$ cat src/rtl/atm_keypad_entry.sv
// ATM keypad entry controller: collects an account digit and a 4-digit PIN,
// offers them downstream, tracks authentication failures and locks out after
// too many failed attempts on one card.
module atm_keypad_entry #(
  parameter int unsigned TIMEOUT_CYCLES = 1024,
  parameter int unsigned MAX_ATTEMPTS   = 3
) (
  input  logic        clk,
  input  logic        rst,
  input  logic        card_in,
  input  logic        key_valid,
  input  logic [3:0]  key_code,
  input  logic        entry_ready,
  input  logic        auth_ok,
  input  logic        auth_fail,
  output logic [3:0]  acc_num,
  output logic [15:0] pin,
  output logic        entry_valid,
  output logic        key_error,
  output logic        locked,
  output logic [2:0]  state,
  output logic [2:0]  digit_count
);

  localparam int unsigned TimeoutW = (TIMEOUT_CYCLES > 2) ? $clog2(TIMEOUT_CYCLES) : 1;
  localparam int unsigned AttemptW = (MAX_ATTEMPTS > 0) ? $clog2(MAX_ATTEMPTS + 1) : 1;
  localparam logic [TimeoutW-1:0] TimeoutLast = TimeoutW'(TIMEOUT_CYCLES - 1);
  localparam logic [AttemptW-1:0] AttemptMax  = AttemptW'(MAX_ATTEMPTS);

  localparam logic [3:0] KeyEnter  = 4'hA;
  localparam logic [3:0] KeyClear  = 4'hB;
  localparam logic [3:0] KeyCancel = 4'hC;

  typedef enum logic [2:0] {
    StIdle       = 3'd0,
    StAcc        = 3'd1,
    StPin        = 3'd2,
    StPresent    = 3'd3,
    StWaitResult = 3'd4,
    StDone       = 3'd5,
    StLocked     = 3'd6
  } state_e;

  state_e              state_q, state_d;
  logic                card_q;
  logic [3:0]          acc_q, acc_d;
  logic                loaded_q, loaded_d;
  logic [15:0]         pin_q, pin_d;
  logic [2:0]          dc_q, dc_d;
  logic [AttemptW-1:0] attempt_q, attempt_d;
  logic [AttemptW-1:0] attempt_inc;
  logic [TimeoutW-1:0] timeout_q, timeout_d;
  logic                key_error_q, key_error_d;

  logic in_entry;
  logic key_acc;
  logic clear_data;
  logic clear_attempt;

  assign in_entry = (state_q == StAcc) || (state_q == StPin);

  // Next-state, datapath and counter updates.
  always_comb begin
    state_d       = state_q;
    acc_d         = acc_q;
    loaded_d      = loaded_q;
    pin_d         = pin_q;
    dc_d          = dc_q;
    attempt_d     = attempt_q;
    key_error_d   = 1'b0;
    key_acc       = 1'b0;
    clear_data    = 1'b0;
    clear_attempt = 1'b0;
    attempt_inc   = (attempt_q < AttemptMax) ? attempt_q + AttemptW'(1) : AttemptMax;

    case (state_q)
      StIdle: begin
        if (card_in && !card_q) state_d = StAcc;
      end

      StAcc, StPin: begin
        if (!card_in) begin
          state_d       = StIdle;
          clear_data    = 1'b1;
          clear_attempt = 1'b1;
        end else begin
          if (key_valid) begin
            if (key_code == KeyCancel) begin
              state_d    = StIdle;
              clear_data = 1'b1;
              key_acc    = 1'b1;
            end else if (key_code == KeyClear) begin
              key_acc = 1'b1;
              if (state_q == StAcc) begin
                acc_d    = 4'd0;
                loaded_d = 1'b0;
              end else begin
                pin_d = 16'd0;
                dc_d  = 3'd0;
              end
            end else if (key_code > KeyCancel) begin
              key_error_d = 1'b1;
            end else if (state_q == StAcc) begin
              if (key_code <= 4'd9) begin
                acc_d    = key_code;
                loaded_d = 1'b1;
                key_acc  = 1'b1;
              end else if (loaded_q) begin
                state_d = StPin;
                key_acc = 1'b1;
              end else begin
                key_error_d = 1'b1;
              end
            end else begin
              if (key_code <= 4'd9) begin
                if (dc_q < 3'd4) begin
                  pin_d   = {pin_q[11:0], key_code};
                  dc_d    = dc_q + 3'd1;
                  key_acc = 1'b1;
                end else begin
                  key_error_d = 1'b1;
                end
              end else if (dc_q == 3'd4) begin
                state_d = StPresent;
                key_acc = 1'b1;
              end else begin
                key_error_d = 1'b1;
              end
            end
          end
          // An accepted key restarts the idle window, so it wins over timeout.
          if (!key_acc && timeout_q == TimeoutLast) begin
            state_d    = StIdle;
            clear_data = 1'b1;
          end
        end
      end

      StPresent: begin
        if (!card_in) begin
          state_d       = StIdle;
          clear_data    = 1'b1;
          clear_attempt = 1'b1;
        end else if (entry_ready) begin
          state_d = StWaitResult;
        end
      end

      StWaitResult: begin
        if (!card_in) begin
          state_d       = StIdle;
          clear_data    = 1'b1;
          clear_attempt = 1'b1;
        end else if (auth_fail) begin
          // Simultaneous ok/fail counts as a failure.
          attempt_d = attempt_inc;
          pin_d     = 16'd0;
          dc_d      = 3'd0;
          state_d   = (attempt_inc == AttemptMax) ? StLocked : StPin;
        end else if (auth_ok) begin
          attempt_d = '0;
          state_d   = StDone;
        end
      end

      StDone: begin
        if (!card_in) begin
          state_d       = StIdle;
          clear_data    = 1'b1;
          clear_attempt = 1'b1;
        end
      end

      StLocked: begin
        state_d = StLocked;
      end

      default: begin
        state_d    = StIdle;
        clear_data = 1'b1;
      end
    endcase

    if (clear_data) begin
      acc_d    = 4'd0;
      loaded_d = 1'b0;
      pin_d    = 16'd0;
      dc_d     = 3'd0;
    end
    if (clear_attempt) attempt_d = '0;

    if (in_entry && state_d == state_q && !key_acc) begin
      timeout_d = timeout_q + TimeoutW'(1);
    end else begin
      timeout_d = '0;
    end
  end

  // State and datapath registers with synchronous reset.
  always_ff @(posedge clk) begin
    if (rst) begin
      state_q     <= StIdle;
      card_q      <= 1'b0;
      acc_q       <= 4'd0;
      loaded_q    <= 1'b0;
      pin_q       <= 16'd0;
      dc_q        <= 3'd0;
      attempt_q   <= '0;
      timeout_q   <= '0;
      key_error_q <= 1'b0;
    end else begin
      state_q     <= state_d;
      card_q      <= card_in;
      acc_q       <= acc_d;
      loaded_q    <= loaded_d;
      pin_q       <= pin_d;
      dc_q        <= dc_d;
      attempt_q   <= attempt_d;
      timeout_q   <= timeout_d;
      key_error_q <= key_error_d;
    end
  end

  assign state       = state_q;
  assign acc_num     = acc_q;
  assign pin         = pin_q;
  assign digit_count = dc_q;
  assign key_error   = key_error_q;
  assign entry_valid = (state_q == StPresent);
  assign locked      = (state_q == StLocked);

endmodule
$ cat config.mk
export PLATFORM = sky130hd
export DESIGN_NAME = atm_keypad_entry
export DESIGN_NICKNAME = d
export VERILOG_FILES = /design/src/rtl/atm_keypad_entry.sv
export SDC_FILE = /design/constraint.sdc
export NUM_CORES = 1
export LEC_CHECK = 0
export ABC_AREA = 1
export BUFFER_PORTS_ARGS = -buffer_cell sky130_fd_sc_hd__buf_2
export CORE_ASPECT_RATIO = 0.9
export CORE_MARGIN = 10
export CORE_UTILIZATION = 45
export CTS_CLUSTER_SIZE = 14
export DETAILED_ROUTE_END_ITERATION = 6
export PLACE_DENSITY_LB_ADDON = 0.08
export SETUP_SLACK_MARGIN = 0.1
export SYNTH_ARGS = -nofsm -noshare
export SYNTH_HDL_FRONTEND = slang
export SYNTH_SLANG_ARGS = --single-unit
$ cat constraint.sdc
create_clock -name clk -period 4.66 [get_ports clk]
set_input_delay 0.466 -clock clk [delete_from_list [all_inputs] [get_ports clk]]
set_output_delay 0.466 -clock clk [all_outputs]
set_load 0.05 [all_outputs]
==> impl_metrics.py <==
metrics = {
    "worst_setup_path": {
        "critical_path_class": "flop to flop",
        "reg2reg_from": "state[1]$_SDFF_PP0_",
        "arrival_ns": 2.57,
        "worst-path-buf-inv": 0,
        "slowest_stage": "dfxtp_1",
        "rrSetupSlack_ns": 2.32,
        "crit_path_end_kind": "flop",
        "required_ns": 4.89,
        "cpLargestDelayFamily": "simple AND/OR/NAND/NOR gates",
        "path_cells": "nor2_2 > nand2_2 > nor2_1 > a211oi_2 > nand3_4 > or2_1 > a21oi_2",
        "crit_cells": 7,
        "r2r_end": "pin[14]$_SDFFE_PP0P_",
        "start_kind": "flop",
        "max_stage_delay_ns": 0.55,
        "cp_max_fo": 36,
        "r2r_cells": 7,
    },
    "clocking": {
        "post_cts_buffers": 0,
        "cts_buffers": 5,
        "clkSinkCount": 41,
        "cts-root-buf": "clkbuf_8",
        "cts_buffer_depth": 2,
        "h-tree-depth": 2,
        "clk_latency_ns": 0.30,
        "cts_tree": "built",
        "hold_buffers": 0,
        "path_clk_slew_ns": 0.09,
        "post_cts_resized": 0,
    },
    "power_and_ir_drop": {
        "clkPwrFrac_pct": 40.1,
        "peakVddDrop_mv": 0.1492,
        "sw_frac_of_total_pct": 25.94,
        "p_int_uw": 533.8,
        "power_frac_comb_pct": 10.5,
        "p_seq_share_pct": 49.4,
        "leakagePower_uw": 0.001118,
        "cellPowerDensity_nw_per_um2": 270.1,
        "p_sw_uw": 187.0,
    },
    "floorplan": {
        "fp.dieArea_um2": 8530,
        "initial_utilization_pct": 47.53,
        "dieWidth_um": 96.25,
        "ios": 40,
        "rows": 24,
        "dieHeight_um": 88.63,
        "core_area_um2": 4955,
    },
    "hold_path": {
        "min_path_cells": 2,
        "worstHoldStart": "rst",
        "hold_path.class": "input port to flop",
        "min_to": "state[0]$_SDFF_PP0_",
    },
    "drt": {
        "antenna_left": 0,
        "drt_iter0_drc": 125,
        "vias": 2057,
        "drc": 0,
        "wirelength_um": 5139,
        "wl_per_cell_um": 12.12,
        "vias_per_cell": 4.851,
        "firstDrtPassIters": 4,
    },
    "grt": {
        "grtUsageTotal_pct": 12.55,
        "grt_pass1_vias": 1862,
        "grt_max_degree": 37,
        "antenna_found_initial": 0,
        "grt_pass1_wl_um": 8694,
        "grt_overflow": 0,
    },
    "final_layout": {
        "fin_nets": 372,
        "area_growth_syn_to_layout_pct": 13.34,
        "final_core_utilization_pct": 53.86,
        "finalNonFillerCells": 424,
        "diodes": 0,
        "layout-drive-gt1-share_pct": 32.31,
    },
    "sta": {
        "grt_setup_unrepaired": "false",
        "fmax_ghz": 0.4281,
        "setup-tns-final_ns": 0,
        "finalSetupViolCount": 0,
        "worst_slew_pin_slew_ns": 0.8740,
        "fin_crit_ns": 2.336,
        "skew_ns": 0.008054,
        "fin_crit_sh_pct": 50.13,
        "hold_viol": 0,
        "maxSlewHeadroom_pct": 41.52,
        "slew_viol_final": 0,
    },
    "synth": {
        "ys_seq_area_share_pct": 34.86,
        "yosys_warnings": 0,
        "synth_seq_cells": 41,
        "synth.distinct_cells": 35,
        "syn_area_per_cell_um2": 7.359,
        "syn_area_um2": 2355,
        "synth_edf_count": 0,
        "syn_nets": 334,
        "async_flop_share_pct": 0,
        "synthFlopType": "dfxtp_1",
        "syn_inst": 320,
    },
    "placement": {
        "portBuffers": 39,
        "gp_congestion": 0.8982,
        "dp_hpwl_um": 3904,
        "placedCellCount": 416,
    },
    "outcome": {
        "status": "completed",
    },
    "run": {
        "drv_cap": 0,
    },
}
[area by class of cell]
| type | instances | area [µm²] |
|---|---|---|
| Clock buffer | 6 | 72.57 |
| Clock inverter | 2 | 38.79 |
| Fill cell | 503 | 2286 |
| Inverter | 36 | 135.1 |
| Multi-Input combinational cell | 235 | 1325 |
| Sequential cell | 41 | 820.8 |
| Tap cell | 65 | 81.33 |
| Timing Repair Buffer | 39 | 195.2 |
[metrics by stage]
| step | cell area, µm² | worst slack, ns | hold WS [ns] | total power, µW |
|---|---|---|---|---|
| floorplan | 2355 | 2.361 | 0.4179 | 425.0 |
| global placement | 2557 | 2.333 | 0.4341 | 440.8 |
| detailed placement | 2557 | 2.280 | 0.4389 | 439.6 |
| CTS | 2669 | 2.298 | 0.3955 | 729.9 |
| global route | 2669 | 2.093 | 0.4158 | 752.3 |
| finish | 2669 | 2.324 | 0.4140 | 720.8 |
[cell usage after synthesis (all sizes together), types with 4 or more instances]
master / n / share of area (%)
a21oi: 28 / 9.0
nor3: 6 / 1.3
buf: 8 / 3.1
or2: 6 / 1.6
nand2: 72 / 13
nor2: 69 / 15
inv: 36 / 5.7
o21ai: 8 / 1.7
xor2: 5 / 1.9
dfxtp: 41 / 35
nand3: 19 / 5.1
nand4: 4 / 1.3
[worst max path at each step]
| stage | from | endpoint | slack (ns) |
|---|---|---|---|
| global route | state[1]$_SDFF_PP0_ | digit_count[0]$_SDFFE_PP0P_ | 2.09 |
| finish | state[1]$_SDFF_PP0_ | pin[14]$_SDFFE_PP0P_ | 2.32 |
| detailed placement | key_code[3] | digit_count[2]$_SDFFE_PP0P_ | 2.28 |
| CTS | state[1]$_SDFF_PP0_ | digit_count[2]$_SDFFE_PP0P_ | 2.30 |
| floorplan | state[1]$_SDFF_PP0_ | timeout_q[0]$_SDFF_PP0_ | 2.36 |
| global placement | key_code[3] | digit_count[0]$_SDFFE_PP0P_ | 2.33 |
[power groups by stage]
stage	Clock [µW]	Sequential, µW	Combinational (µW)
after floorplan	0	371	53.8
after global placement	0	365	76.2
after detailed placement	0	365	75.1
after CTS	298	356	75.5
after global routing	311	357	84.3
final	289	356	75.4
[flip-flops by register name (all words and copies together), names as in the netlist]
register,count
acc_num,4
attempt_q,2
card_q,1
digit_count,3
key_error,1
loaded_q,1
pin,16
state,3
timeout_q,10
[cell families after synthesis]
family                     after synthesis  synth area share (%)
adders and majority gates                3                 1.594
AOI/OAI and AO/OA                       44                 13.92
buffers and inverters                   44                 8.874
and+or+nand+nor                        180                 37.78
xor gates and xnor gates                 8                 2.976
DFF                                     41                 34.86
[placed cells by master (no fill, tap or decap), drive strengths merged]
cell     instances
clkinv           1
nor3b            2
nor4             1
nand3           19
nor2            69
o2111ai          1
nand4            4
xnor2            3
nand2           72
buf             39
o21a             1
o31ai            2
a211oi           1
nand3b           1
inv             36
xor2             5
bufinv           1
dfxtp           41
clkbuf           6
nor3             6
or2              6
o21ai            8
a31oi            1
a21oi           28
ha               3
o22ai            2
[layer usage]
layer / routed length (µm) / up-vias / track usage [%]
met5: 0 / - / 0
met4: 40 / 0 / 3.614
met3: 384 / 4 / 4.064
met2: 2060 / 43 / 18.02
met1: 2654 / 914 / 17.37
li1: - / 1096 / -
(Power assumes the default switching activity.)
